<file path="config.mk">
export PLATFORM = sky130hd
export DESIGN_NAME = endian_swap_queue
export DESIGN_NICKNAME = d
export VERILOG_FILES = /design/src/rtl/endian_swap_queue.sv
export SDC_FILE = /design/constraint.sdc
export NUM_CORES = 1
export LEC_CHECK = 0
export CAP_MARGIN = 20
export CORE_MARGIN = 8
export CORE_UTILIZATION = 55
export DETAILED_ROUTE_END_ITERATION = 10
export PLACE_DENSITY = 0.94
export SKIP_LAST_GASP = 1
export SYNTH_ARGS = -nofsm -noshare
export SYNTH_HDL_FRONTEND = slang
export SYNTH_SLANG_ARGS = --single-unit
</file>
<file path="constraint.sdc">
create_clock -name iCLOCK -period 6.9 [get_ports iCLOCK]
set_input_delay 2.07 -clock iCLOCK [delete_from_list [all_inputs] [get_ports iCLOCK]]
set_output_delay 2.07 -clock iCLOCK [all_outputs]
set_load 0.02 [all_outputs]
</file>
<file path="src/rtl/endian_swap_queue.sv">
// Endian swap queue: byte-group reversal / lane masking of store-load data,
// buffered in a FIFO with valid/busy handshakes on both sides.
module endian_swap_queue #(
    parameter int P_LANES = 4,
    parameter int P_DEPTH = 2
) (
    input  logic                 iCLOCK,
    input  logic                 inRESET,
    input  logic                 iFLUSH,
    input  logic                 iSRC_VALID,
    output logic                 oSRC_BUSY,
    input  logic                 iSRC_MODE,
    input  logic [P_LANES-1:0]   iSRC_MASK,
    input  logic [8*P_LANES-1:0] iSRC_DATA,
    output logic                 oDEST_VALID,
    input  logic                 iDEST_BUSY,
    output logic [P_LANES-1:0]   oDEST_MASK,
    output logic [8*P_LANES-1:0] oDEST_DATA,
    output logic                 oDEST_ERROR,
    output logic [7:0]           oERR_COUNT
);

    localparam int W  = 8 * P_LANES;
    localparam int LW = $clog2(P_LANES);
    localparam int PW = $clog2(P_DEPTH);
    localparam int CW = PW + 1;
    localparam int EW = W + P_LANES + 1;

    logic          legal;
    logic [LW-1:0] span;
    logic [W-1:0]  conv_data;
    logic [EW-1:0] entry;
    logic [EW-1:0] head;
    logic [EW-1:0] mem [P_DEPTH];
    logic [PW-1:0] rd_ptr;
    logic [PW-1:0] wr_ptr;
    logic [CW-1:0] count;
    logic [7:0]    err_cnt;
    logic          push;
    logic          pop;

    // Find the aligned power-of-two run that matches the mask, if any.
    // span is the group size minus one, used as an XOR lane mirror.
    always_comb begin
        legal = 1'b0;
        span  = '0;
        for (int s = 0; s <= LW; s++) begin
            for (int k = 0; k < P_LANES; k++) begin
                if ((k % (1 << s)) == 0 &&
                    iSRC_MASK == P_LANES'(((1 << (1 << s)) - 1) << k)) begin
                    legal = 1'b1;
                    span  = LW'((1 << s) - 1);
                end
            end
        end
    end

    // Within an aligned group, lane k+j mirrors to k+n-1-j, which is
    // the lane index XOR (n-1) because k has no bits below n.
    for (genvar g = 0; g < P_LANES; g++) begin : g_lane
        logic [LW-1:0] src;
        assign src = LW'(g) ^ (iSRC_MODE ? span : '0);
        assign conv_data[8*g +: 8] =
            (legal && iSRC_MASK[g]) ? iSRC_DATA[8*src +: 8] : 8'h00;
    end

    assign entry = {~legal, iSRC_MASK, conv_data};

    assign oSRC_BUSY   = (count == CW'(P_DEPTH));
    assign oDEST_VALID = (count != '0);

    assign push = iSRC_VALID && !oSRC_BUSY && !iFLUSH;
    assign pop  = oDEST_VALID && !iDEST_BUSY && !iFLUSH;

    assign head        = mem[rd_ptr];
    assign oDEST_DATA  = oDEST_VALID ? head[W-1:0] : '0;
    assign oDEST_MASK  = oDEST_VALID ? head[W +: P_LANES] : '0;
    assign oDEST_ERROR = oDEST_VALID && head[EW-1];
    assign oERR_COUNT  = err_cnt;

    // Storage array; reads are masked by oDEST_VALID so no reset needed.
    always_ff @(posedge iCLOCK) begin
        if (push) begin
            mem[wr_ptr] <= entry;
        end
    end

    // Pointer and occupancy tracking; flush wins over push and pop.
    always_ff @(posedge iCLOCK or negedge inRESET) begin
        if (!inRESET) begin
            rd_ptr <= '0;
            wr_ptr <= '0;
            count  <= '0;
        end else if (iFLUSH) begin
            rd_ptr <= '0;
            wr_ptr <= '0;
            count  <= '0;
        end else begin
            if (push) wr_ptr <= wr_ptr + 1'b1;
            if (pop)  rd_ptr <= rd_ptr + 1'b1;
            case ({push, pop})
                2'b10:   count <= count + 1'b1;
                2'b01:   count <= count - 1'b1;
                default: count <= count;
            endcase
        end
    end

    // Saturating count of accepted illegal masks; survives flush.
    always_ff @(posedge iCLOCK or negedge inRESET) begin
        if (!inRESET) begin
            err_cnt <= '0;
        end else if (push && !legal && err_cnt != 8'hFF) begin
            err_cnt <= err_cnt + 8'd1;
        end
    end

endmodule

</file>
==> results of run 1 <==
-- synth_stat cells (all sizes together) --
cell,count
a311oi,32
a211o,1
nor4,1
nand3b,1
nand4,1
nand2,77
mux2i,38
and4,1
dfrtp,12
mux2,1
nor4bb,1
xor2,7
a31oi,1
nand2b,3
edfxtp,74
and2,2
or3,2
xnor2,1
inv,4
nand3,2
ha,1
nor3,3
nor2,79
a21oi,2
o21ai,2
a32oi,1
buf,11
a31o,1
clkbuf,10
-- flip-flops by register name (all words and copies together) (netlist names) --
register / flops
rd_ptr: 1
count: 2
wr_ptr: 1
oERR_COUNT: 8
mem: 74
-- critical path, cell delays in order, from the launching register on --
cell and delay [ns]:
dfrtp_2 0.69, buf_12 0.27, mux2i_1 0.31, nor2_1 0.09, clkdlybuf4s50_1 0.57
-- worst paths after layout --
check / start / to / cells past startpoint
hold reg to reg: oERR_COUNT[5] / oERR_COUNT[5] / 1
setup / recovery: rd_ptr / oDEST_DATA[11] / 4
hold / removal: oERR_COUNT[5] / oERR_COUNT[5] / 1
max in group asynchronous: inRESET / rd_ptr / 1
setup reg to reg: count[0] / mem[1][23] / 5
min in group asynchronous: inRESET / count[0] / 1
-- stage by stage --
| step | hold slack, ns | power [uW] | cells |
|---|---|---|---|
| 2_1_floorplan | 0.515 | 770 | 372 |
| 3_3_place_gp | 0.484 | 891 | 544 |
| 3_5_place_dp | 0.493 | 899 | 544 |
| 4_1_cts | 0.508 | 1280 | 560 |
| 5_1_grt | 0.523 | 1320 | 562 |
| 6_report | 0.507 | 1270 | 562 |
-- routing by layer --
metal,GRT usage [%],up-vias,wire (um)
met2,34.2,175,5420
li1,-,1506,-
met3,4.69,19,905
met1,23.8,1619,4180
met5,0,-,0
met4,8.12,0,167
-- placed cells by master, fill, tap and decap left out, drive strengths merged, types with 2 or more instances in the layout --
cell type,synthesis,layout
clkdlybuf4s50,0,88
nor2,79,79
nand2,77,77
edfxtp,74,74
mux2i,38,38
a311oi,32,32
dfrtp,12,12
clkbuf,10,11
xor2,7,7
inv,4,4
buf,11,4
nand2b,3,3
nor3,3,3
and2,2,2
nand3,2,2
or3,2,2
o21ai,2,2
clkinvlp,0,2
bufinv,0,2
a21oi,2,2
clkinv,0,2
-- power by group --
group | switching, uW | total (uW) | leakage, uW | internal [uW]
logic | 142 | 260 | 0.000959 | 118
clock network | 181 | 384 | 0.000100 | 203
registers | 26.9 | 630 | 0.000836 | 603
-- final cells by class --
type / count / share of cell area [%]
inverters: 4 / 0.279
clock inverters: 6 / 1.63
multi-input cells: 261 / 28.7
clock buffers: 10 / 2.37
repair buffers: 93 / 17.6
flip-flops and latches: 86 / 47.0
well taps: 102 / 2.37
-- logic make-up (layout without fill, tap and decap cells) --
family,Yosys count,count (layout),synth area share (%)
flops,86,86,60.3
compound gates,40,40,8.22
buf+inv,25,113,3.05
simple gates,173,173,17.1
fa+ha+maj,1,1,0.299
mux,39,39,9.36
xor+xnor,8,8,1.67
==> impl_results.md, run 1 <==
* Status: complete, no violations
* Synthesized flop and latch total at 86
* DRC violation count after routing at 0
* Syn. warnings at 0
* Total die area at approximately 0.011 mm^2
* Synthesized instance count at between 300 and 400
* Final WL at about 11 mm
* CP Class: reg2out
* Hold Vio Cnt, Final at 0
* Die height at slightly above 100 um
* Boundary pin count at between 80 and 90
* Sequential fraction of the synthesis area at 60.3%
* Setup crit start kind: flip-flop
* # diodes at 0
* TritonCTS clock tree: yes
* Largest area contributor in the netlist: edfxtp_1
* Via count at ~3300
* FF-to-FF setup slack at around 5 ns
* Area grow syn2layout at 28.4%
* Worst Tran Pin Value at between 1 and 1.5 ns
* Worst-path maximum fanout at 24
* First-pass GRT wire length at between 15 and 20 mm
* Area share of the leading cell type in the synthesized netlist at between 50% and 60%
* CP required at about 4.8 ns
* Multi-input gate area at approximately 0.0015 mm^2
* Max Clock Freq at 229 MHz
* CTS Hold Buffers Added at 0
* Antenna Nets Post-Route at 0
* Worst slack, placed at between 1.5 and 2 ns
* Final Max Tran Viols at 0
* Initial core utilization at between 50 and 60%
* Mean routed wirelength per cell at 19.0 um
* RSZ-0062 raised after global routing: false
* Register area at 0.00252 mm^2
* Final Instance Area at around 0.0054 mm^2
* Synth Cell Area at 0.00419 mm^2
* FILL cells at 522
* Detailed Routing Iterations Pass 1 at 7
* Clk_skew at 0.0138 ns
* # setup viols final at 0
* Num rows at 32
* Clk_lat worst skew at between 0.3 and 0.4 ns
* Total CTS buffers at 9
* Gr ovfl total at 0
* Post-synth cell types at 34
* Largest net degree at the start of global routing at 65
* Routability congestion estimate at between 0.8 and 0.9
* Setup TNS at 0 ns
* Via density at just under 6
* HP Class: reg2reg
* DP Wirelength at between 7 and 8 mm
* Clock slew at reported path FFs at roughly 0.08 ns
* GRT Total Usage at 20.0%
* Mean post-synth cell area at approximately 11 um^2
* Port buffer count at 88
* H-tree levels at 3
* Post-layout util at between 70% and 80%
* Period minus WS final at 4.37 ns
* Max cap viols at 0
* Post_cts resized at 0
* Share of layout cells above drive strength 1 at around 6.3%
* Crit end category: primary output
* Antenna violations before repair at 0
* Final worst-path cycle share at roughly 63%
* Power Dens Cells at about 240 mW/mm^2
* Number of global-route vias before repair at 3217
* CTS Sinks at 86
* Clock buffer depth at 2
* Core Region at 0.00757 mm^2
* Post-CTS Repair Setup Buffers at 0
* 1st-iter DRT viols at 213
* Nets at around 500
* Syn_nets at 415
* Lkg Pwr at 0.00190 uW
* Die X at 103 um
* Placement-stage cell area at about 0.005 mm^2
* Root buf cell: clkbuf_8
* Final worst setup slack at 2.53 ns
* Critical Path AT at roughly 2.3 ns
* Worst-case vdd ir drop at 200 uV
* Synth area leaders: edfxtp_1 (53%), mux2i_1 (9.1%), dfrtp_1 (7.2%), nor2_1 (7.0%), nand2_1 (6.9%)
* Slew Limit Headroom at between 20% and 30%
Power figures use the tool's default switching activity.
==> inputs of run 2 (changes only) <==
CORE_UTILIZATION = 51   (was 55)
PLACE_DENSITY = 0.89   (was 0.94)
clock period = 4.3 ns   (was 6.9 ns; I/O delays follow)
==> impl_results.md, run 2 (synthesized netlist as in run 1, its figures left out) <==
* Status: complete, no violations
* GRT met1 Usage at approximately 22%
* First-pass GRT wire length at 16.2 mm
* Core Region at slightly above 0.008 mm^2
* Number of global-route vias before repair at 3104
* Antenna Nets Post-Route at 0
* H-tree levels at 3
* Setup TNS at 0 ns
* HP Class: reg2reg
* CP required at around 3 ns
* GRT Total Usage at a little under a fifth
* Lkg Pwr at around 0.0019 uW
* Switching power at between 500 and 600 uW
* Post-CTS Repair Setup Buffers at 0
* Max stage delay on crit path at between 0.9 and 1 ns
* Placed insts at 553
* Nets at 502
* Grt peak-use layer: met2
* Critical Path AT at between 2 and 2.5 ns
* Most common cell after layout, fill and taps aside: clkdlybuf4s50_1
* Final cell count without fillers at around 570
* Detailed Routing Iterations Pass 1 at 5
* Total CTS buffers at 9
* Clk_skew at about 0.0063 ns
* Max cap viols at 0
* # setup viols final at 0
* Hold WS at just over 0.5 ns
* Clk pwr share at around 27%
* Worst slack, placed at roughly 0.66 ns
* # diodes at 0
* CP max-delay cell: dfrtp_2
* Die height at 107 um
* DRC violation count after routing at 0
* Worst-path maximum fanout at 31
* CP Class: reg2out
* Initial core utilization at roughly half
* Largest net degree at the start of global routing at 41
* Power Dens Cells at between 300 and 400 mW/mm^2
* Final Max Tran Viols at 0
* Clock slew at reported path FFs at 0.08 ns
* Crit end category: primary output
* Share of layout cells above drive strength 1 at around 6.7%
* Internal at ~1400 uW
* Post_cts resized at 0
* Clock buffer depth at 2
* DP Wirelength at 7.27 mm
* GR Layer Usage met2 at between 20% and 30%
* Total die area at about 0.011 mm^2
* Final WL at between 10 and 15 mm
* Antenna violations before repair at 0
* Most flops, register: mem
* Switch share at between 20% and 30%
* Slew Limit Headroom at 40.5%
* Most frequent cells in the layout: clkdlybuf4s50_1 (88), nor2_1 (77), nand2_1 (76), edfxtp_1 (74), mux2i_1 (38)
* Hold Vio Cnt, Final at 0
* Routability congestion estimate at 0.834
* Period minus WS final at 3.78 ns
* Setup crit start kind: flip-flop
* Worst Tran Pin Value at around 0.9 ns
* Register share of total power at 51.8%
* Area grow syn2layout at 27.9%
* Via density at between 5 and 6
* RSZ-0062 raised after global routing: false
* Post-layout util at between 60 and 70%
* Worst-case vdd ir drop at between 200 and 300 uV
* Port buffer count at 88
* Die X at about 110 um
* Buf/Inv on CP at 2
* Clk_lat worst skew at ~0.35 ns
* CP Cell Sequence: buf_4 > mux2i_1 > nor2_1 > clkdlybuf4s50_1
* Num rows at 33
* Max Clock Freq at 265 MHz
* 1st-iter DRT viols at around 220
* Final worst setup slack at around 0.52 ns
* Boundary pin count at approximately 90
* FILL cells at ~620
* Crit-path leading delay family: flip-flops
* Flip-flop count of the largest register after layout at 74
* TritonCTS clock tree: yes
* Combinational share of power at 20.8%
* Gr ovfl total at 0
* Via count at 3231
* Root buf cell: clkbuf_8
* Met3 Use GR at 5.22%
* Final worst-path cycle share at 87.9%
* Mean routed wirelength per cell at between 15 and 20 um
* CTS Hold Buffers Added at 0
* CTS Sinks at 86
==> run 2: worst reg2reg max path, stage by stage, from the launching register on <==
cell and delay (ns):
dfrtp_1 0.42, ha_1 0.19, nand3_1 0.12, or3_1 0.43
nand4_4 0.17, mux2_2 0.35
==> run 2: layout make-up <==
cell class / instances / area (um^2) / share of cell area (%)
Timing Repair Buffer: 97 / 948 / 17.7
Clock inverter: 3 / 45.0 / 0.841
Inverter: 4 / 15.0 / 0.280
Sequential cell: 86 / 2520 / 47.1
Tap cell: 105 / 131 / 2.45
Multi-Input combinational cell: 261 / 1550 / 29.0
Clock buffer: 13 / 139 / 2.59
==> run 2: final timing paths <==
kind / startpoint / endpoint / slack [ns] / cells after the start
max: rd_ptr / oDEST_DATA[21] / 0.52 / 4
min: oERR_COUNT[5] / oERR_COUNT[5] / 0.51 / 1
max reg2reg: oERR_COUNT[0] / oERR_COUNT[1] / 2.51 / 5
min reg2reg: oERR_COUNT[5] / oERR_COUNT[5] / 0.51 / 1
max in group asynchronous: inRESET / rd_ptr / 2.63 / 1
min in group asynchronous: inRESET / oERR_COUNT[1] / 1.29 / 1
==> run 2: routing by layer <==
metal,routed length (um),part of all wire [%]
met5,0,0
met1,4230,40
met2,5130,49
met4,243,2.3
met3,845,8.1
==> run 2: power by group through the flow <==
stage	logic [uW]	registers, uW	clock network (uW)
finish	408	1020	537
global route	443	1020	577
CTS	412	1020	547
detailed placement	410	1030	0
global placement	403	1030	0
floorplan	192	1040	0
==> run 2: metrics by stage <==
step                total power [uW]  area, um^2
detailed placement              1440        5170
global route                    2040        5350
finish                          1960        5350
CTS                             1980        5350
global placement                1430        5170
floorplan                       1240        4190
